### src/rtl/game_pkg.sv
// game_pkg
// Shared game constants and types used by the player bullet pool and by the
// enemy hit-detection stage.
//   BULLET_COUNT : number of player bullet slots
//   SCREEN_W/H   : visible playfield size in pixels
//   SPRITE_SIZE  : edge length of player/enemy sprites in pixels
//   slot_t       : one bullet slot (position + in-use flag)
//   cd_state_t   : fire cooldown FSM states
package game_pkg;

  localparam int BULLET_COUNT = 8;
  localparam int SCREEN_W     = 640;
  localparam int SCREEN_H     = 480;
  localparam int SPRITE_SIZE  = 32;

  localparam int COORD_W = 10;  // screen coordinates, wrap mod 1024
  localparam int CD_W    = 8;   // cooldown counter width

  typedef struct packed {
    logic [COORD_W-1:0] x;
    logic [COORD_W-1:0] y;
    logic               active;
  } slot_t;

  typedef enum logic {
    CD_READY = 1'b0,
    CD_COOL  = 1'b1
  } cd_state_t;

  // Number of set bits in an 8-bit vector (0..8 fits in 4 bits).
  function automatic logic [3:0] popcount8(input logic [7:0] v);
    logic [3:0] c;
    c = '0;
    for (int i = 0; i < 8; i++) begin
      c = c + {3'b000, v[i]};
    end
    return c;
  endfunction

endpackage

### src/rtl/priority_free_slot.sv
// priority_free_slot
// Purely combinational lowest-index picker over a free-slot mask.
//   free_mask : bit i set when slot i can be allocated
//   free_idx  : lowest i with free_mask[i] set (0 when none)
//   any_free  : at least one bit of free_mask is set
module priority_free_slot #(
  parameter int N     = 8,
  parameter int IDX_W = $clog2(N)
) (
  input  logic [N-1:0]     free_mask,
  output logic [IDX_W-1:0] free_idx,
  output logic             any_free
);

  // Scan from the top down so the last hit (the lowest index) wins.
  always_comb begin
    free_idx = '0;
    any_free = 1'b0;
    for (int i = N - 1; i >= 0; i--) begin
      if (free_mask[i]) begin
        free_idx = IDX_W'(i);
        any_free = 1'b1;
      end
    end
  end

endmodule

### src/rtl/player_bullet_pool.sv
// player_bullet_pool
// Owns the player's shot pool: spawns bullets at the player on accepted fire
// requests, moves active bullets up once per frame, and retires them at the
// top edge or when hit detection flags them.
//   clk25          : pixel clock
//   reset          : synchronous, active-high
//   frame_tick     : one-cycle pulse per video frame
//   fire           : debounced fire button level
//   player_x/y     : player sprite top-left corner
//   bullet_hit     : per-slot kill flags from hit detection (one cycle)
//   bullet_xN/yN   : registered slot positions
//   bullet_activeN : registered slot in-use flags
//   bullet_count   : registered number of active slots
//   fire_dropped   : one-cycle pulse when an accepted shot found the pool full
module player_bullet_pool
  import game_pkg::*;
#(
  parameter int BULLET_COUNT  = game_pkg::BULLET_COUNT,
  parameter int BULLET_SPEED  = 4,
  parameter int SPAWN_X_OFS   = 14,
  parameter int FIRE_COOLDOWN = 8
) (
  input  logic       clk25,
  input  logic       reset,
  input  logic       frame_tick,
  input  logic       fire,
  input  logic [9:0] player_x,
  input  logic [9:0] player_y,
  input  logic [0:7] bullet_hit,
  output logic [9:0] bullet_x0,
  output logic [9:0] bullet_x1,
  output logic [9:0] bullet_x2,
  output logic [9:0] bullet_x3,
  output logic [9:0] bullet_x4,
  output logic [9:0] bullet_x5,
  output logic [9:0] bullet_x6,
  output logic [9:0] bullet_x7,
  output logic [9:0] bullet_y0,
  output logic [9:0] bullet_y1,
  output logic [9:0] bullet_y2,
  output logic [9:0] bullet_y3,
  output logic [9:0] bullet_y4,
  output logic [9:0] bullet_y5,
  output logic [9:0] bullet_y6,
  output logic [9:0] bullet_y7,
  output logic       bullet_active0,
  output logic       bullet_active1,
  output logic       bullet_active2,
  output logic       bullet_active3,
  output logic       bullet_active4,
  output logic       bullet_active5,
  output logic       bullet_active6,
  output logic       bullet_active7,
  output logic [3:0] bullet_count,
  output logic       fire_dropped
);

  localparam int IDX_W = $clog2(BULLET_COUNT);
  localparam logic [COORD_W-1:0] SPEED_V   = COORD_W'(BULLET_SPEED);
  localparam logic [COORD_W-1:0] SPAWN_OFS = COORD_W'(SPAWN_X_OFS);
  localparam logic [CD_W-1:0]    COOL_LOAD = CD_W'(FIRE_COOLDOWN);

  slot_t slot_reg  [BULLET_COUNT];
  slot_t slot_next [BULLET_COUNT];

  logic [BULLET_COUNT-1:0] active_vec;
  logic [BULLET_COUNT-1:0] active_next_vec;

  logic [3:0] count_reg;
  logic [3:0] count_next;
  logic       fire_dropped_reg;
  logic       fire_dropped_next;

  cd_state_t       cd_state_reg;
  cd_state_t       cd_state_next;
  logic [CD_W-1:0] cd_cnt_reg;
  logic [CD_W-1:0] cd_cnt_next;

  logic             shot_accept;
  logic [IDX_W-1:0] free_idx;
  logic             any_free;

  generate
    for (genvar gi = 0; gi < BULLET_COUNT; gi++) begin : g_active
      assign active_vec[gi]      = slot_reg[gi].active;
      assign active_next_vec[gi] = slot_next[gi].active;
    end
  endgenerate

  // Allocation looks only at registered state, so a slot being hit this
  // cycle is still seen as busy and cannot be reused until next cycle.
  priority_free_slot #(
    .N     (BULLET_COUNT),
    .IDX_W (IDX_W)
  ) u_free_slot (
    .free_mask (~active_vec),
    .free_idx  (free_idx),
    .any_free  (any_free)
  );

  assign shot_accept = (cd_state_reg == CD_READY) && fire;

  // Cooldown FSM: a shot is consumed even when the pool is full.
  always_comb begin
    cd_state_next = cd_state_reg;
    cd_cnt_next   = cd_cnt_reg;
    case (cd_state_reg)
      CD_READY: begin
        if (fire) begin
          cd_cnt_next   = COOL_LOAD;
          cd_state_next = CD_COOL;
        end
      end
      CD_COOL: begin
        if (cd_cnt_reg == '0) begin
          cd_state_next = CD_READY;
        end else if (frame_tick) begin
          cd_cnt_next = cd_cnt_reg - 1'b1;
          if (cd_cnt_reg == CD_W'(1)) begin
            cd_state_next = CD_READY;
          end
        end
      end
      default: begin
        cd_state_next = CD_READY;
        cd_cnt_next   = '0;
      end
    endcase
  end

  // Per-slot update, priority hit > spawn > motion. A hit on an idle slot
  // is ignored so it does not block a spawn into that slot.
  always_comb begin
    slot_next = slot_reg;
    for (int j = 0; j < BULLET_COUNT; j++) begin
      if (bullet_hit[j] && slot_reg[j].active) begin
        slot_next[j].active = 1'b0;
      end else if (shot_accept && any_free && (int'(free_idx) == j)) begin
        slot_next[j].x      = player_x + SPAWN_OFS;
        slot_next[j].y      = player_y;
        slot_next[j].active = 1'b1;
      end else if (frame_tick && slot_reg[j].active) begin
        // Retire instead of wrapping below the top edge; y keeps its value.
        if (slot_reg[j].y >= SPEED_V) begin
          slot_next[j].y = slot_reg[j].y - SPEED_V;
        end else begin
          slot_next[j].active = 1'b0;
        end
      end
    end
  end

  assign count_next        = popcount8(8'(active_next_vec));
  assign fire_dropped_next = shot_accept && !any_free;

  always_ff @(posedge clk25) begin
    if (reset) begin
      for (int j = 0; j < BULLET_COUNT; j++) begin
        slot_reg[j] <= '0;
      end
      count_reg        <= '0;
      fire_dropped_reg <= 1'b0;
      cd_state_reg     <= CD_READY;
      cd_cnt_reg       <= '0;
    end else begin
      for (int j = 0; j < BULLET_COUNT; j++) begin
        slot_reg[j] <= slot_next[j];
      end
      count_reg        <= count_next;
      fire_dropped_reg <= fire_dropped_next;
      cd_state_reg     <= cd_state_next;
      cd_cnt_reg       <= cd_cnt_next;
    end
  end

  assign bullet_x0 = slot_reg[0].x;
  assign bullet_x1 = slot_reg[1].x;
  assign bullet_x2 = slot_reg[2].x;
  assign bullet_x3 = slot_reg[3].x;
  assign bullet_x4 = slot_reg[4].x;
  assign bullet_x5 = slot_reg[5].x;
  assign bullet_x6 = slot_reg[6].x;
  assign bullet_x7 = slot_reg[7].x;

  assign bullet_y0 = slot_reg[0].y;
  assign bullet_y1 = slot_reg[1].y;
  assign bullet_y2 = slot_reg[2].y;
  assign bullet_y3 = slot_reg[3].y;
  assign bullet_y4 = slot_reg[4].y;
  assign bullet_y5 = slot_reg[5].y;
  assign bullet_y6 = slot_reg[6].y;
  assign bullet_y7 = slot_reg[7].y;

  assign bullet_active0 = slot_reg[0].active;
  assign bullet_active1 = slot_reg[1].active;
  assign bullet_active2 = slot_reg[2].active;
  assign bullet_active3 = slot_reg[3].active;
  assign bullet_active4 = slot_reg[4].active;
  assign bullet_active5 = slot_reg[5].active;
  assign bullet_active6 = slot_reg[6].active;
  assign bullet_active7 = slot_reg[7].active;

  assign bullet_count = count_reg;
  assign fire_dropped = fire_dropped_reg;

endmodule
### config.mk
export PLATFORM = sky130hd
export DESIGN_NAME = player_bullet_pool
export DESIGN_NICKNAME = d
export VERILOG_FILES = /design/src/rtl/game_pkg.sv /design/src/rtl/priority_free_slot.sv /design/src/rtl/player_bullet_pool.sv
export SDC_FILE = /design/constraint.sdc
export NUM_CORES = 1
export LEC_CHECK = 0
export CAP_MARGIN = 20
export CELL_PAD_IN_SITES_DETAIL_PLACEMENT = 1
export CELL_PAD_IN_SITES_GLOBAL_PLACEMENT = 2
export CORE_MARGIN = 2
export CORE_UTILIZATION = 32
export DETAILED_ROUTE_END_ITERATION = 6
export GPL_TIMING_DRIVEN = 0
export PLACE_DENSITY_LB_ADDON = 0.1
export SLEW_MARGIN = 20
export SYNTH_ARGS = -nofsm -noshare
export SYNTH_HDL_FRONTEND = slang
export SYNTH_SLANG_ARGS = --single-unit
### constraint.sdc
create_clock -name clk25 -period 10.5 [get_ports clk25]
set_input_delay 1.575 -clock clk25 [delete_from_list [all_inputs] [get_ports clk25]]
set_output_delay 1.575 -clock clk25 [all_outputs]
set_load 0.1 [all_outputs]
Word level (Yosys, flattened, before mapping)
Cells that the tools add are included.
Cells by class
  add/subtract/negate cells: 17
  order comparisons: 8
  equal/unequal tests: 11
  muxes and demuxes: 65
  bitwise operators: 10
  reduce and logical (&&, ||, !) cells: 63
Operators by type and width (count)
  11-bit 2-to-1 mux: 16
  10-bit by 3-bit greater-or-equal comparator with 1-bit output (second input constant): 8
  10-bit 2-to-1 mux: 8
  10-bit by 3-bit subtractor with 10-bit output (second input constant): 8
  2-bit nonzero test: 16
  1-bit 2-to-1 mux: 28
  1-bit logical AND: 27
  3-bit AND reduction: 9
  3-bit 2-to-1 mux: 8
  8-bit 2-to-1 mux: 3
  4-bit by 1-bit adder with 4-bit output: 4
  8-bit case mux with 2 select lines: 1
  2-bit AND reduction: 8
  3-bit == test (second input constant): 4
  10-bit by 4-bit adder with 10-bit output (second input constant): 1
  1-bit NOT: 9
  8-bit by 1-bit == test with 1-bit output (second input constant): 1
  8-bit zero test: 1
  8-bit NOT: 1
  8-bit by 1-bit subtractor with 8-bit output (second input constant): 1
  3-bit by 2-bit == test with 1-bit output (second input constant): 2
  2-bit != test (second input constant): 3
  3-bit by 1-bit adder with 4-bit output: 1
  2-bit by 1-bit adder with 3-bit output: 1
  other kinds (5): 5
Word-level totals
  flip-flop bits (word level): 182
  bits of input ports: 32
  output and inout port bits: 173
  logic and storage cells: 202

Longest topological paths before layout
Gate-level depths: netlist of run 1.
  word-level depth: 20
  mapped depth: 16
  depth with buffers taken out: 16

Cells and area by module
From an unflattened synthesis of run 1, not the netlist that was laid out.
Unflattened totals
  cell total of the unflattened synthesis: 1111
  area, all modules: 8972.4 µm²
By module, submodules not included
  player_bullet_pool: times used 1, cells each 1098, area an instance 8892.3 µm², seq. area each 3643.5 µm²
  priority_free_slot: times used 1, cells each 13, area an instance 80.1 µm², seq. area each 0.0 µm²

Worst setup path after synthesis of run 1
Ideal clock, no wire load.
  kind: input-to-reg
  from: in frame_tick
  to: reg count_reg[2] (netlist: bullet_count[2])
  setup time: 128 ps
  arrival time: 4749 ps
  required time: 10372 ps
  path slack: 5623 ps
  cell stages on the path: 15
  buffers on the path: 3
  path through: clkbuf_8 > clkbuf_1 > clkbuf_1 > a41o_1 > nand2_1 > fa_1 > inv_1 > fa_1 > inv_1 > fa_1 > ha_1 > inv_1 > fa_1 > xor2_1 > nor2_1
Between the ends
  elaborated cells between the ends (all ways): 39
  classes of those cells: 7 x add/sub; 24 x mux; 8 x reduce/logical
RTL lines
  from (decl): line player_bullet_pool.sv:25  | input logic frame_tick,
  1-bit logical AND: line player_bullet_pool.sv:142  | end else if (frame_tick && slot_reg[j].active) begin
  11-bit 2-to-1 mux: line player_bullet_pool.sv:142
  11-bit 2-to-1 mux: line player_bullet_pool.sv:138  | end else if (shot_accept && any_free && (int'(free_idx) == j)) begin
  1-bit 2-to-1 mux: line player_bullet_pool.sv:136  | if (bullet_hit[j] && slot_reg[j].active) begin
  named net active_next_vec[3]: line player_bullet_pool.sv:67  | logic [BULLET_COUNT-1:0] active_next_vec;
  3-bit by 1-bit adder with 4-bit output: line game_pkg.sv:35  | c = c + {3'b000, v[i]};
  4-bit by 1-bit adder with 4-bit output (4 in a row): line game_pkg.sv:35
  to (signal assigned): line player_bullet_pool.sv:169  | count_reg <= count_next;
  to (decl): line player_bullet_pool.sv:69  | logic [3:0] count_reg;
The timed path passes the listed nets, and every way through them passes these cells. The select of a mux whose other input is x is not followed.
A chain may end at the register's enable or synchronous reset.

Worst setup path in the final report of run 1
Ends and elaborated chain as after synthesis.

==> impl_metrics.py, run 1 <==
metrics = {
    "run_status": {
        "status": "completed",
    },
    "worst_setup_path": {
        "worstPathRequired_ps": 10790,
        "r2r-end": "bullet_count[2]$_SDFF_PP0_",
        "crit_arrival_ps": 6370,
        "rrSetupSlack_ps": 6200,
        "worstSetupEndpointType": "register",
        "crit_type": "in -> reg",
        "start_kind": "input port",
        "path_max_fanout": 10,
        "timing.rr.start": "bullet_active1$_SDFF_PP0_",
        "setup.worst_path.start": "frame_tick",
        "r2r_cells": 16,
    },
    "finish": {
        "stdcell_area_um2": 12070,
        "drive_gt1_share_pct": 7.758,
        "area.growth.synth_to_final_pct": 34.09,
        "seq_area_um2": 3643,
        "finish.utilization_pct": 43.57,
        "fin_cells": 1669,
        "final_nets": 1334,
        "fill_cells": 3283,
        "multi_input_area_um2": 4827,
    },
    "die": {
        "io_pins": 205,
        "die_h_um": 171.7,
        "dieArea_um2": 29490,
        "rows": 61,
        "fp.dieW_um": 171.7,
        "start_util_pct": 32.49,
        "core_area_um2": 27710,
    },
    "routing": {
        "wire_per_inst_um": 21.63,
        "vias": 8774,
        "vias_per_cell": 5.257,
        "drt_iter0_markers": 446,
        "ant_nets": 0,
        "postRouteWirelength_um": 36100,
        "drc": 0,
        "first_pass_iters": 5,
    },
    "synth": {
        "ys.flop_type": "dfxtp_1",
        "ys_ff_latch": 182,
        "netlist_top_cells_area": "dfxtp_1 (40%), a211oi_1 (5.9%), nor2_1 (5.6%)",
        "synth_edf_count": 0,
        "yosysMostFrequentCell": "dfxtp_1",
        "syn-mean-instance-area_um2": 8.485,
        "synth_top_area_share_pct": 40.47,
        "synth_compound_area_share_pct": 22.27,
        "synth_top_family_by_area": "simple AND/OR/NAND/NOR gates",
        "synth_mux_area_share_pct": 0.3614,
        "synth_area_um2": 9002,
        "synthCells": 1061,
        "yosysWarnings": 0,
        "ys_seq_area_share_pct": 40.47,
        "yosysUniqueCellTypes": 84,
        "yosys.area_share.simple_pct": 22.60,
        "synth_common_cells": "dfxtp_1 (182), nor2_1 (134), nand2_1 (118), a211oi_1 (71), a21oi_1 (64)",
        "synth-adder-area-share_pct": 3.947,
        "synth_xor_area_share_pct": 4.281,
        "syn-num-nets": 1119,
        "async_flop_share_pct": 0,
        "yosysTopAreaCell": "dfxtp_1",
    },
    "timing": {
        "worst_pin_slew_ps": 1097,
        "finalHoldViolCount": 0,
        "min_period_ps": 6076,
        "setup_ws_ps": 4424,
        "fmax_mhz": 164.6,
        "final.setup_skew_ps": 23.72,
        "fin_crit_sh_pct": 57.87,
        "setup_viol": 0,
        "finalSetupTns_ps": 0,
        "drv_slew": 0,
        "whs_ps": 455.4,
        "grt_setup_unrepaired": "false",
        "max_slew_margin_pct": 26.63,
    },
    "power": {
        "total_power_mw": 1.658,
        "leakage_nw": 4.192,
        "pwr-share-clk_pct": 40.7,
        "vdd_drop_max_uv": 76.37,
        "power.share.sequential_pct": 43.3,
        "power.internal_mw": 1.107,
        "p_per_area_nw_per_um2": 137.4,
        "power_switching_mw": 0.5514,
        "swShare_pct": 33.25,
        "combPwrFrac_pct": 16.1,
    },
    "placed_design": {
        "finalWeightedCongestion": 0.8245,
        "dp_cells": 1635,
        "placed_area_um2": 11440,
        "port_buffers": 196,
        "pre_cts_ws_ps": 3954,
        "hpwl_um": 26510,
    },
    "clock_tree": {
        "clk_pin_slew_worst_paths_ps": 70,
        "clock-root-buffer": "clkbuf_16",
        "clk_latency_ps": 450,
        "ctsResizeCount": 0,
        "cts_num_sinks": 182,
        "postCtsSetupBuffers": 0,
        "htreeDepth": 4,
        "cts_buffers": 17,
        "clock_path_buffers": 2,
        "cts.hold.buffers_added": 0,
        "tritoncts": "yes",
    },
    "min_path": {
        "min-delay-start": "bullet_x7[4]$_SDFFE_PP0P_",
        "whs_endpoint": "bullet_x7[4]$_SDFFE_PP0P_",
        "holdCritPathClass": "reg -> reg",
        "hold_depth": 2,
    },
    "global_route": {
        "grt_pass1_wl_um": 54910,
        "grt_overflow_total": 0,
        "first_global_vias": 8887,
        "grt_max_degree": 21,
        "grt_usage_pct": 24.90,
        "antenna_found_initial": 4,
    },
    "flow_run": {
        "cap_violations": 0,
    },
}
-- worst max-delay path: stages --
cell	delay, ps
clkdlybuf4s50_1	510
clkbuf_8	210
clkbuf_1	570
clkbuf_1	670
a41o_1	320
nand2_1	100
fa_1	530
inv_1	50
fa_1	470
inv_1	50
fa_1	500
ha_1	170
inv_1	50
fa_1	370
xor2_1	150
nor2_1	50
-- worst max-delay path by stage --
stage,endpoint,slack (ps),depth (start not counted)
2_1_floorplan,bullet_count[2]$_SDFF_PP0_,5620,15
3_3_place_gp,bullet_count[2]$_SDFF_PP0_,3900,16
3_5_place_dp,bullet_count[2]$_SDFF_PP0_,3950,16
4_1_cts,bullet_count[2]$_SDFF_PP0_,4350,16
5_1_grt,bullet_count[2]$_SDFF_PP0_,4250,16
6_report,bullet_count[2]$_SDFF_PP0_,4420,16
-- logic make-up (layout without fill, tap and decap cells) --
logic type	after synthesis	count (layout)
AO/OA/AOI/OAI	265	265
adder cells (fa/ha/maj)	26	26
AND/OR/NAND/NOR	421	421
buffers and inverters	120	348
XOR/XNOR	44	44
other	0	2
flip-flops	182	182
multiplexers	3	3
-- metal layers --
layer / global-route usage, % / wire length [um]
met1: 32.34 / 16240
met2: 40.23 / 16520
met3: 8.283 / 2831
met4: 5.085 / 503
met5: 0 / 11
-- placed cells by master (no fill, tap or decap), types with 17 or more instances in the layout --
cell,instances
buf_2,18
o21ai_0,22
nor2_1,134
ha_1,22
inv_1,45
nor3_1,52
a211oi_1,71
a21oi_1,64
clkdlybuf4s50_1,196
clkbuf_1,45
nand2_1,118
dfxtp_1,182
clkbuf_16,17
xnor2_1,27
-- final cells by class --
class | instances | area share, %
buffer | 75 | 3.130
clock buffer | 18 | 3.638
timing repair buffer | 196 | 16.25
clock inverter | 14 | 1.451
multi-input combinational | 759 | 39.99
antenna | 2 | 0.04146
tap | 378 | 3.918
sequential | 182 | 30.18
inverter | 45 | 1.399
-- power groups by stage --
stage | sequential [mW] | combinational [mW] | clock, mW
floorplan | 0.821 | 0.0914 | 0
global placement | 0.734 | 0.266 | 0
detailed placement | 0.734 | 0.267 | 0
CTS | 0.718 | 0.268 | 0.688
global route | 0.720 | 0.283 | 0.720
finish | 0.718 | 0.266 | 0.674
(Power assumes the default switching activity.)
==> run 2: changes to the inputs <==
--- a/config.mk
+++ b/config.mk
@@ -9,7 +9,7 @@
 export CELL_PAD_IN_SITES_DETAIL_PLACEMENT = 1
 export CELL_PAD_IN_SITES_GLOBAL_PLACEMENT = 2
 export CORE_MARGIN = 2
-export CORE_UTILIZATION = 32
+export CORE_UTILIZATION = 30
 export DETAILED_ROUTE_END_ITERATION = 6
 export GPL_TIMING_DRIVEN = 0
 export PLACE_DENSITY_LB_ADDON = 0.1
==> constraint.sdc (replaced) <==
create_clock -name clk25 -period 5.8 [get_ports clk25]
set_input_delay 0.87 -clock clk25 [delete_from_list [all_inputs] [get_ports clk25]]
set_output_delay 0.87 -clock clk25 [all_outputs]
set_load 0.1 [all_outputs]
==> run 2 against run 1 <==
Net effect: largest cell class unchanged; clock-buffer cell count is the same; sequential share of layout area is essentially flat; utilization shrank 2.7 points; cell count grew 0.78%; setup slack lost 3900 ps; critical endpoint unchanged; via count is essentially flat.
==> impl_metrics.py, run 2 (synthesized netlist as in run 1, its figures left out) <==
metrics = {
    "run_status": {
        "status": "completed",
    },
    "finish": {
        "final_cell_mix": "clkdlybuf4s50_1 (196), dfxtp_1 (182), nor2_1 (134)",
        "seq_area_um2": 3643,
        "area.growth.synth_to_final_pct": 34.23,
        "drive_gt1_share_pct": 7.752,
        "multi_input_area_um2": 4827,
        "stdcell_area_um2": 12080,
        "fill_cells": 3486,
        "mostFrequentLayoutCell": "clkdlybuf4s50_1",
        "final_nets": 1335,
    },
    "timing": {
        "worst_pin_slew_ps": 1065,
        "final.setup_skew_ps": 19.35,
        "finalSetupTns_ps": 0,
        "fin_crit_sh_pct": 91.76,
        "fmax_mhz": 187.9,
        "setup_viol": 0,
        "grt_setup_unrepaired": "false",
        "drv_slew": 0,
        "finalHoldViolCount": 0,
        "min_period_ps": 5322,
        "max_slew_margin_pct": 28.79,
    },
    "min_path": {
        "min-delay-start": "bullet_x5[4]$_SDFFE_PP0P_",
        "hold_depth": 2,
        "whs_endpoint": "bullet_x5[4]$_SDFFE_PP0P_",
        "holdCritPathClass": "reg -> reg",
    },
    "worst_setup_path": {
        "crit_chain": "clkdlybuf4s50_1, clkbuf_8, clkbuf_1, clkbuf_1, a41o_1, nand2_1, fa_1, inv_1, fa_1, inv_1, fa_1, ha_1, inv_1, fa_1, xor2_1, nor2_1",
        "path_max_fanout": 10,
        "crit_slowest_cell": "clkbuf_1",
        "worstSetupEndpointType": "register",
        "cp_common_cell": "fa_1",
        "rrSetupSlack_ps": 1430,
        "critPathBufInv": 7,
        "r2r-end": "bullet_count[2]$_SDFF_PP0_",
        "timing.rr.start": "bullet_active5$_SDFF_PP0_",
        "r2r_cells": 13,
        "cpLargestDelayFamily": "buffers and inverters",
        "worstPathRequired_ps": 6100,
        "crit_type": "in -> reg",
        "crit_arrival_ps": 5620,
        "start_kind": "input port",
        "cp_slowest_stage_delay_ps": 690,
    },
    "routing": {
        "drt_iter0_markers": 384,
        "postRouteWirelength_um": 36380,
        "wire_per_inst_um": 21.63,
        "ant_nets": 0,
        "first_pass_iters": 5,
        "vias": 8773,
        "vias_per_cell": 5.216,
        "drc": 0,
    },
    "die": {
        "io_pins": 205,
        "rows": 63,
        "fp.dieW_um": 177.2,
        "die_h_um": 177.2,
        "core_area_um2": 29560,
        "dieArea_um2": 31410,
        "start_util_pct": 30.46,
    },
    "global_route": {
        "first_global_vias": 8870,
        "antenna_found_initial": 2,
        "grt_pass1_wl_um": 55020,
        "grt_usage_pct": 23.30,
        "grt_overflow_total": 0,
        "grt_max_degree": 21,
    },
    "clock_tree": {
        "clk_latency_ps": 440,
        "postCtsSetupBuffers": 0,
        "htreeDepth": 4,
        "clock-root-buffer": "clkbuf_16",
        "clock_path_buffers": 2,
        "tritoncts": "yes",
        "cts_buffers": 17,
        "clk_pin_slew_worst_paths_ps": 90,
        "cts_num_sinks": 182,
        "ctsResizeCount": 0,
        "cts.hold.buffers_added": 0,
    },
    "placed_design": {
        "port_buffers": 196,
        "placed_area_um2": 11470,
        "hpwl_um": 26570,
        "finalWeightedCongestion": 0.8287,
    },
    "power": {
        "p_per_area_nw_per_um2": 247.5,
        "vdd_drop_max_uv": 170.2,
        "leakage_nw": 4.191,
    },
    "flow_run": {
        "cap_violations": 0,
    },
}
## run 2: cell type report
type                       count  share of cell area, %
antenna                        2                0.04142
buffer                        75                  3.127
clock buffer                  18                  3.551
clock inverter                14                  1.450
inverter                      45                  1.398
multi-input combinational    759                  39.95
sequential                   182                  30.15
tap                          390                  4.038
timing repair buffer         197                  16.30
## run 2: metal layers
layer  up-vias  GRT usage, %  wire length (um)
met5         -             0                 0
met4         0         5.613               618
met3        32         6.959              2361
met2       192         36.67             16360
met1      4318         31.18             17040
li1       4231             -                 -
## run 2: where the power goes
group | internal, mW | switching, mW
sequential | 1.27 | 0.0279
combinational | 0.132 | 0.349
clock | 0.588 | 0.622
total | 1.99 | 0.998
## run 2: worst min-delay path, stage by stage (launching register included)
cell	delay, ps
dfxtp_1	320
nand2_1	50
a21oi_1	50
## run 2: through the flow
step / worst slack, ps / util [%] / hold slack [ps] / total power, mW / cells
3_5_place_dp: 47.87 / 38.79 / 449.7 / 1.812 / 1647
6_report: 478.1 / 40.88 / 462.0 / 2.991 / 1682
5_1_grt: 315.9 / 40.86 / 479.9 / 3.100 / 1680
4_1_cts: 471.5 / 40.84 / 461.9 / 3.022 / 1679
2_1_floorplan: 1373 / - / 476.0 / 1.651 / 1061
3_3_place_gp: 25.23 / 38.74 / 439.0 / 1.811 / 1647
## run 2: worst max-delay path by stage
stage | startpoint | end | slack, ps | cells after the start
2_1_floorplan | bullet_y1[3]$_SDFFE_PP0P_ | bullet_count[2]$_SDFF_PP0_ | 1370 | 15
3_3_place_gp | frame_tick | bullet_count[2]$_SDFF_PP0_ | 30 | 16
3_5_place_dp | frame_tick | bullet_count[2]$_SDFF_PP0_ | 50 | 16
4_1_cts | frame_tick | bullet_count[2]$_SDFF_PP0_ | 470 | 16
5_1_grt | frame_tick | bullet_count[2]$_SDFF_PP0_ | 320 | 16
6_report | frame_tick | bullet_count[2]$_SDFF_PP0_ | 480 | 16
==> run 3: changes to the inputs <==
--- a/config.mk
+++ b/config.mk
@@ -17,3 +17,4 @@
 export SYNTH_ARGS = -nofsm -noshare
 export SYNTH_HDL_FRONTEND = slang
 export SYNTH_SLANG_ARGS = --single-unit
+export TNS_END_PERCENT = 30
==> results of run 3 <==
No change in the layout: final DEF, timing and power equal those of run 2.
==> RTL edit, RTL diff (settings of run 3) <==
The package constant `BULLET_COUNT` goes from 8 to 16.
--- a/src/rtl/game_pkg.sv
+++ b/src/rtl/game_pkg.sv
@@ -10,3 +10,3 @@
 
-  localparam int BULLET_COUNT = 8;
+  localparam int BULLET_COUNT = 16;
   localparam int SCREEN_W     = 640;
Function: same outputs for any inputs over 4 cycles, from zero or initial values and one cycle with reset high; that may be too few to reach the edited logic, so the function may still have changed.
==> RTL edit against run 3 <==
Routed wire length is 87% higher. Sequential cell count is 88 higher. Sequential share of layout area is 2.0 points lower. Worst setup slack worse by 300 ps. Cell area is 59% higher. Combinational power is 36% higher. Synthesized area is 68% higher. Power is 61% higher.
==> RTL edit: results <==
metrics = {
    "route": {
        "dr.pass1.iters": 5,
        "dr.max_layer_used": "met4",
        "routed-wl-met2_um": 30280,
        "vias": 14830,
        "wl_per_cell_um": 24.45,
        "met3_length_um": 3498,
        "first_iter_violations": 1070,
        "wl_met1_um": 32490,
    },
    "critical_path": {
        "crit_slowest_cell": "buf_1",
        "cp_data_arrival_time_ps": 6040,
        "slowest_delay_ps": 850,
        "r2r_start": "cd_state_reg$_SDFF_PP0_",
    },
    "finish": {
        "drive_gt1_share_pct": 14.94,
        "nets": 2159,
        "num-fill-cells": 5934,
        "diodes": 0,
    },
    "clocking": {
        "clk_pin_slew_worst_paths_ps": 60,
        "cts-root-buf": "clkbuf_16",
        "clockBufferDepth": 3,
        "postCtsSetupBuffers": 0,
        "cts_buffers": 35,
        "insertion_delay_ps": 570,
        "htreeDepth": 2,
    },
    "placement": {
        "dp_slack_ps": -354.5,
        "numPortBuffers": 198,
        "dpl_cell_area_mm2": 0.01798,
        "dp_hpwl_um": 49970,
        "gp_congestion": 0.8591,
    },
    "power": {
        "p_leak_nw": 6.954,
        "ir_drop_v": 0.0001337,
    },
    "timing": {
        "max_slew_margin_pct": 20.21,
        "skew_ps": 25.92,
    },
    "min_path": {
        "min_from": "bullet_x2[4]$_SDFFE_PP0P_",
    },
    "outcome": {
        "status": "complete, no violations",
    },
    "logic_synthesis": {
        "synthFlopType": "dfxtp_1",
        "syn_nets": 1922,
        "ys_top_cells_by_count": "270 x dfxtp_1, 167 x buf_4, 154 x nor2_1, 146 x nand2_1, 145 x a21oi_1",
        "synth_cell_type_count": 87,
        "synth.area.top_cells": "dfxtp_1 36%, buf_4 8.3%, a211oi_1 5.1%",
        "yosysSeqAreaShare_pct": 35.73,
    },
    "global_routing": {
        "grtUsageTotal_pct": 25.66,
        "antenna_found_initial": 2,
        "grt_pass1_wl_um": 101500,
        "grt_max_degree": 12,
    },
}
-- RTL edit: cells by family (layout without fill, tap and decap cells) --
kind of cell | after synthesis | after routing | synth area share [%]
AO/OA/AOI/OAI | 480 | 480 | 21.31
XOR/XNOR | 96 | 96 | 5.558
adder cells (fa/ha/maj) | 42 | 42 | 3.672
buffers and inverters | 339 | 600 | 12.79
flip-flops | 270 | 270 | 35.73
multiplexers | 14 | 14 | 0.9429
AND/OR/NAND/NOR | 607 | 607 | 19.99
-- RTL edit: path summary, 6_finish.rpt --
path                            slack, ps  cells past startpoint                          to
worst max-delay path                  170                     17  bullet_count[2]$_SDFF_PP0_
worst min-delay path                  460                      2   bullet_x2[4]$_SDFFE_PP0P_
worst max register to register        730                     14  bullet_count[1]$_SDFF_PP0_
worst min register to register        460                      2   bullet_x2[4]$_SDFFE_PP0P_
-- RTL edit: layer usage --
| layer | vias to the layer above | track usage, % |
|---|---|---|
| met2 | 419 | 40.64 |
| li1 | 6915 | - |
| met3 | 92 | 3.830 |
| met5 | - | 0 |
| met1 | 7405 | 35.92 |
| met4 | 0 | 7.659 |
-- RTL edit: where the power goes --
part           total, mW  internal [mW]  switching [mW]
Clock               2.24           1.34           0.903
Sequential          1.92           1.89          0.0323
Combinational      0.654          0.172           0.483
-- RTL edit: layout make-up --
cell class	instances	area, um^2	share of cell area (%)
sequential	270	5405	28.19
tap	672	840.8	4.386
buffer	268	1675	8.739
multi-input combinational	1239	7814	40.76
clock buffer	55	1092	5.697
inverter	71	266.5	1.390
timing repair buffer	200	2008	10.47
clock inverter	6	70.07	0.3655
-- RTL edit: critical path: cells and delay by family --
| kind | cells | cell delay (ps) |
|---|---|---|
| AOI/OAI and AO/OA | 2 | 300 |
| xor gates and xnor gates | 1 | 150 |
| adders and majority gates | 5 | 2070 |
| buffers and inverters | 7 | 2350 |
| and+or+nand+nor | 2 | 270 |
-- RTL edit: metrics by stage --
stage | util [%] | hold slack [ps] | cells | setup TNS (ps) | total power, mW
global route | 38.37 | 475.9 | 2781 | 0 | 4.965
floorplan | - | 431.8 | 1848 | 0 | 2.371
CTS | 38.31 | 462.4 | 2780 | 0 | 4.848
global placement | 35.93 | 441.9 | 2718 | -566.4 | 2.606
finish | 38.37 | 460.8 | 2781 | 0 | 4.814
detailed placement | 35.99 | 452.4 | 2719 | -683.8 | 2.612
